===== config.mk =====
export PLATFORM = sky130hd
export DESIGN_NAME = apb_arb_master_flat
export DESIGN_NICKNAME = d
export VERILOG_FILES = /design/src/rtl/apb_arb_master_if.sv /design/src/rtl/apb_arb_master.sv /design/src/flat_wrapper.sv
export SDC_FILE = /design/constraint.sdc
export NUM_CORES = 1
export LEC_CHECK = 0
export ABC_AREA = 0
export CORE_MARGIN = 2
export CORE_UTILIZATION = 49
export CTS_CLUSTER_SIZE = 24
export DETAILED_ROUTE_END_ITERATION = 6
export PLACE_DENSITY = 0.86
export SLEW_MARGIN = 25
export SYNTH_ARGS = -nofsm -noshare
export SYNTH_HDL_FRONTEND = slang
export SYNTH_SLANG_ARGS = --single-unit
export TNS_END_PERCENT = 10

===== constraint.sdc =====
create_clock -name pclk -period 3.29 [get_ports pclk]
set_clock_uncertainty 0.05 [all_clocks]
set_input_delay 0.329 -clock pclk [delete_from_list [all_inputs] [get_ports pclk]]
set_output_delay 0.329 -clock pclk [all_outputs]
set_load 0.02 [all_outputs]

===== src/rtl/apb_arb_master_if.sv =====
// APB bus between the arbitrating master and the shared slave port.
// The master drives select/enable/address/data; the slave returns data and ready.
interface apb_arb_master_if #(
  parameter int ADDR_W = 8,
  parameter int DATA_W = 8
);
  logic              psel;
  logic              penable;
  logic              pwrite;
  logic [ADDR_W-1:0] paddr;
  logic [DATA_W-1:0] pwdata;
  logic [DATA_W-1:0] prdata;
  logic              pready;

  modport master (
    output psel, penable, pwrite, paddr, pwdata,
    input  prdata, pready
  );

  modport slave (
    input  psel, penable, pwrite, paddr, pwdata,
    output prdata, pready
  );
endinterface


===== src/rtl/apb_arb_master.sv =====
// Two-requester round-robin APB master with IDLE/SETUP/ACCESS sequencing.
// A transfer whose slave never asserts pready is aborted with err.
module apb_arb_master #(
  parameter int ADDR_W  = 8,
  parameter int DATA_W  = 8,
  parameter int TIMEOUT = 16
) (
  input  logic                pclk,
  input  logic                presetn,
  input  logic [1:0]          req,
  input  logic [1:0]          req_write,
  input  logic [2*ADDR_W-1:0] req_addr,
  input  logic [2*DATA_W-1:0] req_wdata,
  output logic [1:0]          done,
  output logic                err,
  output logic [DATA_W-1:0]   rdata,
  apb_arb_master_if.master    apb
);

  localparam int CW = (TIMEOUT > 2) ? $clog2(TIMEOUT) : 1;

  typedef enum logic [1:0] {
    IDLE,
    SETUP,
    ACCESS
  } state_t;

  state_t      state;
  state_t      state_nx;
  logic        last;
  logic        gnt;
  logic        sel;
  logic        any;
  logic [1:0]  elig;
  logic [CW-1:0] cnt;
  logic        expire;
  logic        finish;

  // done is only ever high in the IDLE cycle after a completion,
  // so it masks the just-served requester for exactly that cycle.
  assign elig   = req & ~done;
  assign any    = |elig;
  assign expire = (cnt == CW'(TIMEOUT - 1));
  assign finish = (state == ACCESS) && (apb.pready || expire);

  always_comb begin
    sel = 1'b0;
    if (elig == 2'b11)
      sel = ~last;
    else
      sel = elig[1];
  end

  always_ff @(posedge pclk or negedge presetn) begin
    if (!presetn)
      state <= IDLE;
    else
      state <= state_nx;
  end

  always_comb begin
    state_nx = state;
    unique case (state)
      IDLE:    if (any) state_nx = SETUP;
      SETUP:   state_nx = ACCESS;
      ACCESS:  if (finish) state_nx = IDLE;
      default: state_nx = IDLE;
    endcase
  end

  always_ff @(posedge pclk or negedge presetn) begin
    if (!presetn) begin
      last        <= 1'b1;
      gnt         <= 1'b0;
      cnt         <= '0;
      done        <= 2'b00;
      err         <= 1'b0;
      rdata       <= '0;
      apb.psel    <= 1'b0;
      apb.penable <= 1'b0;
      apb.pwrite  <= 1'b0;
      apb.paddr   <= '0;
      apb.pwdata  <= '0;
    end else begin
      done <= 2'b00;
      err  <= 1'b0;
      unique case (state)
        IDLE: begin
          if (any) begin
            apb.psel   <= 1'b1;
            apb.pwrite <= req_write[sel];
            apb.paddr  <= sel ? req_addr[2*ADDR_W-1:ADDR_W]
                              : req_addr[ADDR_W-1:0];
            apb.pwdata <= sel ? req_wdata[2*DATA_W-1:DATA_W]
                              : req_wdata[DATA_W-1:0];
            last       <= sel;
            gnt        <= sel;
          end
        end
        SETUP: begin
          apb.penable <= 1'b1;
          cnt         <= '0;
        end
        ACCESS: begin
          if (finish) begin
            apb.psel    <= 1'b0;
            apb.penable <= 1'b0;
            done        <= gnt ? 2'b10 : 2'b01;
            cnt         <= '0;
            if (apb.pready) begin
              if (!apb.pwrite) rdata <= apb.prdata;
            end else begin
              err <= 1'b1;
            end
          end else begin
            cnt <= cnt + 1'b1;
          end
        end
        default: ;
      endcase
    end
  end

endmodule


===== src/flat_wrapper.sv =====
// flat-port wrapper written by rule: the top's interface ports become plain ports
module apb_arb_master_flat 
#(
  parameter int ADDR_W  = 8,
  parameter int DATA_W  = 8,
  parameter int TIMEOUT = 16
)
  (pclk, presetn, req, req_write, req_addr, req_wdata, done, err, rdata, apb_psel, apb_penable, apb_pwrite, apb_paddr, apb_pwdata, apb_prdata, apb_pready);
  apb_arb_master_if #(.ADDR_W(ADDR_W), .DATA_W(DATA_W)) apb_i ();
  input  logic pclk;
  input  logic presetn;
  input  logic [1:0] req;
  input  logic [1:0] req_write;
  input  logic [2*ADDR_W-1:0] req_addr;
  input  logic [2*DATA_W-1:0] req_wdata;
  output logic [1:0] done;
  output logic err;
  output logic [DATA_W-1:0] rdata;
  output wire logic [$bits(apb_i.psel)-1:0] apb_psel;
  output wire logic [$bits(apb_i.penable)-1:0] apb_penable;
  output wire logic [$bits(apb_i.pwrite)-1:0] apb_pwrite;
  output wire logic [$bits(apb_i.paddr)-1:0] apb_paddr;
  output wire logic [$bits(apb_i.pwdata)-1:0] apb_pwdata;
  input wire logic [$bits(apb_i.prdata)-1:0] apb_prdata;
  input wire logic [$bits(apb_i.pready)-1:0] apb_pready;
  assign apb_psel = apb_i.psel;
  assign apb_penable = apb_i.penable;
  assign apb_pwrite = apb_i.pwrite;
  assign apb_paddr = apb_i.paddr;
  assign apb_pwdata = apb_i.pwdata;
  assign apb_i.prdata = apb_prdata;
  assign apb_i.pready = apb_pready;
  apb_arb_master #(.ADDR_W(ADDR_W), .DATA_W(DATA_W), .TIMEOUT(TIMEOUT)) u_core (.pclk(pclk), .presetn(presetn), .req(req), .req_write(req_write), .req_addr(req_addr), .req_wdata(req_wdata), .done(done), .err(err), .rdata(rdata), .apb(apb_i));
endmodule

==> metrics.yaml <==
run_status:
  run_status: "finished, final reports clean"
logic_synthesis:
  ys_seq_elements: 38
  synth_xor_area_share_pct: 0
  synth_nets: 246
  synthSimpleGateAreaFrac_pct: 11.8
  synth_top_family_by_area: "compound AO/OA/AOI/OAI gates"
  synth_warnings: 0
  syn_area_per_cell_um2: 11.4
  synth_compound_area_share_pct: 28.9
  synthMuxAreaShare_pct: 5.19
  syn_area_mm2: 0.00222
  synth-seq-area-share_pct: 42.9
  netlist_instances: 195
  synth_fa_ha_area_share_pct: 2.25
  yosysUniqueCellTypes: 40
sta:
  tightest_slew_ns: 0.823
  rsz0062_at_grt: "no"
  hold_viol_final: 0
  fin_crit_sh_pct: 61.0
  tns_ns: 0
  finalSetupViolCount: 0
  relSlewSlack_pct: 45.1
  fmax_mhz: 498
  drv_slew: 0
  min_period_ns: 2.01
power_and_ir_drop:
  switchingPower_mw: 1.02
  peakVddDrop_mv: 0.411
  powerDensity_mw_per_mm2: 854
  p_sw_share_pct: 39.0
  clkPwrFrac_pct: 15.5
  p_leak_nw: 1.32
  p_int_mw: 1.59
  p_seq_share_pct: 30.7
  pwr-share-comb_pct: 53.9
clock_network:
  clkSinkCount: 38
  h-tree-depth: 2
  max-clock-path-buffers: 2
  clock_latency_ns: 0.29
  cts_tree: "yes"
  cts-hold-fix-buffers: 0
  cts_made_buffers: 5
  cts-root-buf: "clkbuf_8"
  postCtsSetupBuffers: 0
  ctsResizeCount: 0
  clk_pin_slew_ns: 0.07
global_route:
  grt_pass1_wl_mm: 8.33
  overflow: 0
  antenna_found_initial: 0
  grt_max_degree: 39
  grt_use_total_pct: 20.7
  grt_pass1_vias: 1749
final_layout:
  drive_above_1_share_pct: 18.8
  final_nets: 316
  area_delta_synth_final_pct: 37.9
  final_common_cell: "clkdlybuf4s50_1"
  fin_cells: 318
  antennaDiodeCount: 0
  final_cell_mix: "clkdlybuf4s50_1 (75), dfrtp_1 (37), inv_1 (24), and3b_1 (18), o21ai_0 (12)"
worst_setup_path:
  critPathLaunch: "u_core.done[1]$_DFF_PN0_"
  end_kind: "primary output"
  cp.arrival_ns: 1.63
  critPathSlowestCell: "clkdlybuf4s50_1"
  critical_path.top_delay_family: "buffers and inverters"
  cp-start-kind: "register"
  path_class: "reg -> out"
  crit_buf_inv: 1
  path_max_fanout: 20
  r2r-start: "u_core.done[1]$_DFF_PN0_"
  required_ns: 2.91
  path_cells: "clkdlybuf4s50_1"
  max_stage_delay_ns: 0.70
floorplan:
  core_mm2: 0.00435
  die_x_um: 71.3
  fp.dieH_um: 71.3
  std_cell_rows: 24
  dieArea_mm2: 0.00508
  io_pins: 77
  initial_utilization_pct: 51.0
detailed_routing:
  wl_per_cell_um: 15.9
  drt_iter0_drc: 97
  routed-via-count: 1804
  wl_mm: 5.05
  drc: 0
  antenna_left: 0
  drt-pass1-iter-count: 4
  via_per_inst: 5.67
min_path:
  hp-class: "in -> async"
placed_design:
  place_congestion: 0.744
  hpwl_mm: 3.59
  io_buffers: 76
  dp_cells: 310
flow_run:
  maxCapViolCount: 0
## power groups by stage
stage	Clock (mW)	Sequential, mW	Combinational (mW)
2_1_floorplan	0	0.997	0.720
3_3_place_gp	0	0.799	1.38
3_5_place_dp	0	0.809	1.41
4_1_cts	0.412	0.803	1.42
5_1_grt	0.432	0.826	1.52
6_report	0.404	0.802	1.41
## per-layer routing
metal	global-route usage (%)	part of all wire [%]	vias up
met3	5.34	6.7	5
met4	5.87	1.0	0
met5	0	0	-
li1	-	-	868
met1	26.7	43	861
met2	34.7	50	70
## sequential cells by signal (all words and copies together) (netlist names)
register            count
u_core.state            2
u_core.last             1
u_core.apb.penable      1
u_core.apb.psel         1
u_core.apb.pwrite       1
u_core.done             2
u_core.err              1
u_core.apb.paddr        8
u_core.rdata            8
u_core.gnt              1
u_core.cnt              4
u_core.apb.pwdata       8
## Yosys cell counts (all sizes together)
library cell | instances | area, um2
a22oi | 17 | 178
a221oi | 17 | 218
a31oi | 1 | 21.3
o22ai | 1 | 6.26
nand3 | 3 | 15.0
nand2 | 1 | 3.75
nor3 | 1 | 5.00
a22o | 3 | 26.3
dfrtp | 37 | 926
nand4 | 2 | 12.5
nand3b | 1 | 11.3
ha | 4 | 50.1
nor2b | 1 | 6.26
o2bb2ai | 1 | 8.76
o311ai | 1 | 8.76
clkbuf | 2 | 7.51
a21oi | 4 | 27.5
o21ai | 20 | 111
buf | 12 | 97.6
mux2i | 1 | 10.0
mux2 | 9 | 105
o31ai | 2 | 20.0
nand2b | 4 | 25.0
and3b | 18 | 158
and2b | 1 | 10.0
a32oi | 1 | 16.3
inv | 25 | 93.8
nor2 | 4 | 15.0
dfstp | 1 | 26.3
## worst paths after layout
kind / cells after the start / end / slack, ns
hold / removal: 1 / u_core.apb.paddr[6]$_DFFE_PN0P_ / 0.08
hold reg to reg: 1 / u_core.done[0]$_DFF_PN0_ / 0.43
setup / recovery: 1 / done[1] / 1.28
max in group asynchronous: 1 / u_core.apb.paddr[1]$_DFFE_PN0P_ / 2.59
min in group pclk: 1 / u_core.done[0]$_DFF_PN0_ / 0.43
setup reg to reg: 4 / u_core.state[1]$_DFFE_PN0P_ / 1.41
## cell families (layout without fill, tap and decap cells)
logic type      after synthesis  in the layout
fa+ha+maj                     4              4
flops                        38             38
compound gates               68             68
simple gates                 36             36
mux                          10             10
buf+inv                      39            110
## metrics by stage
stage / util [%] / setup slack, ns / power (mW) / hold WS, ns / cell area (um2)
detailed placement: 67.6 / 0.926 / 2.22 / 0.417 / 2940
CTS: 70.3 / 1.23 / 2.63 / 0.113 / 3060
finish: 70.3 / 1.28 / 2.61 / 0.0790 / 3060
global placement: 67.6 / 0.965 / 2.18 / 0.405 / 2940
floorplan: - / 1.76 / 1.72 / -0.0166 / 2220
global route: 70.3 / 1.13 / 2.78 / 0.147 / 3060
## worst register-to-register path: stages (launching register included)
cell      delay [ns]
dfrtp_1         0.64
nand2b_1        0.17
buf_4           0.39
a32oi_2         0.20
mux2_4          0.31
## final cells by class
type	count	area, um2
fillers	350	1290
multi-input cells	118	1070
flip-flops and latches	38	952
repair buffers	77	763
inverters	25	93.8
clock buffers	7	86.3
well taps	52	65.1
clock inverters	1	30.0
No activity file was read; power rests on OpenSTA's default activity.
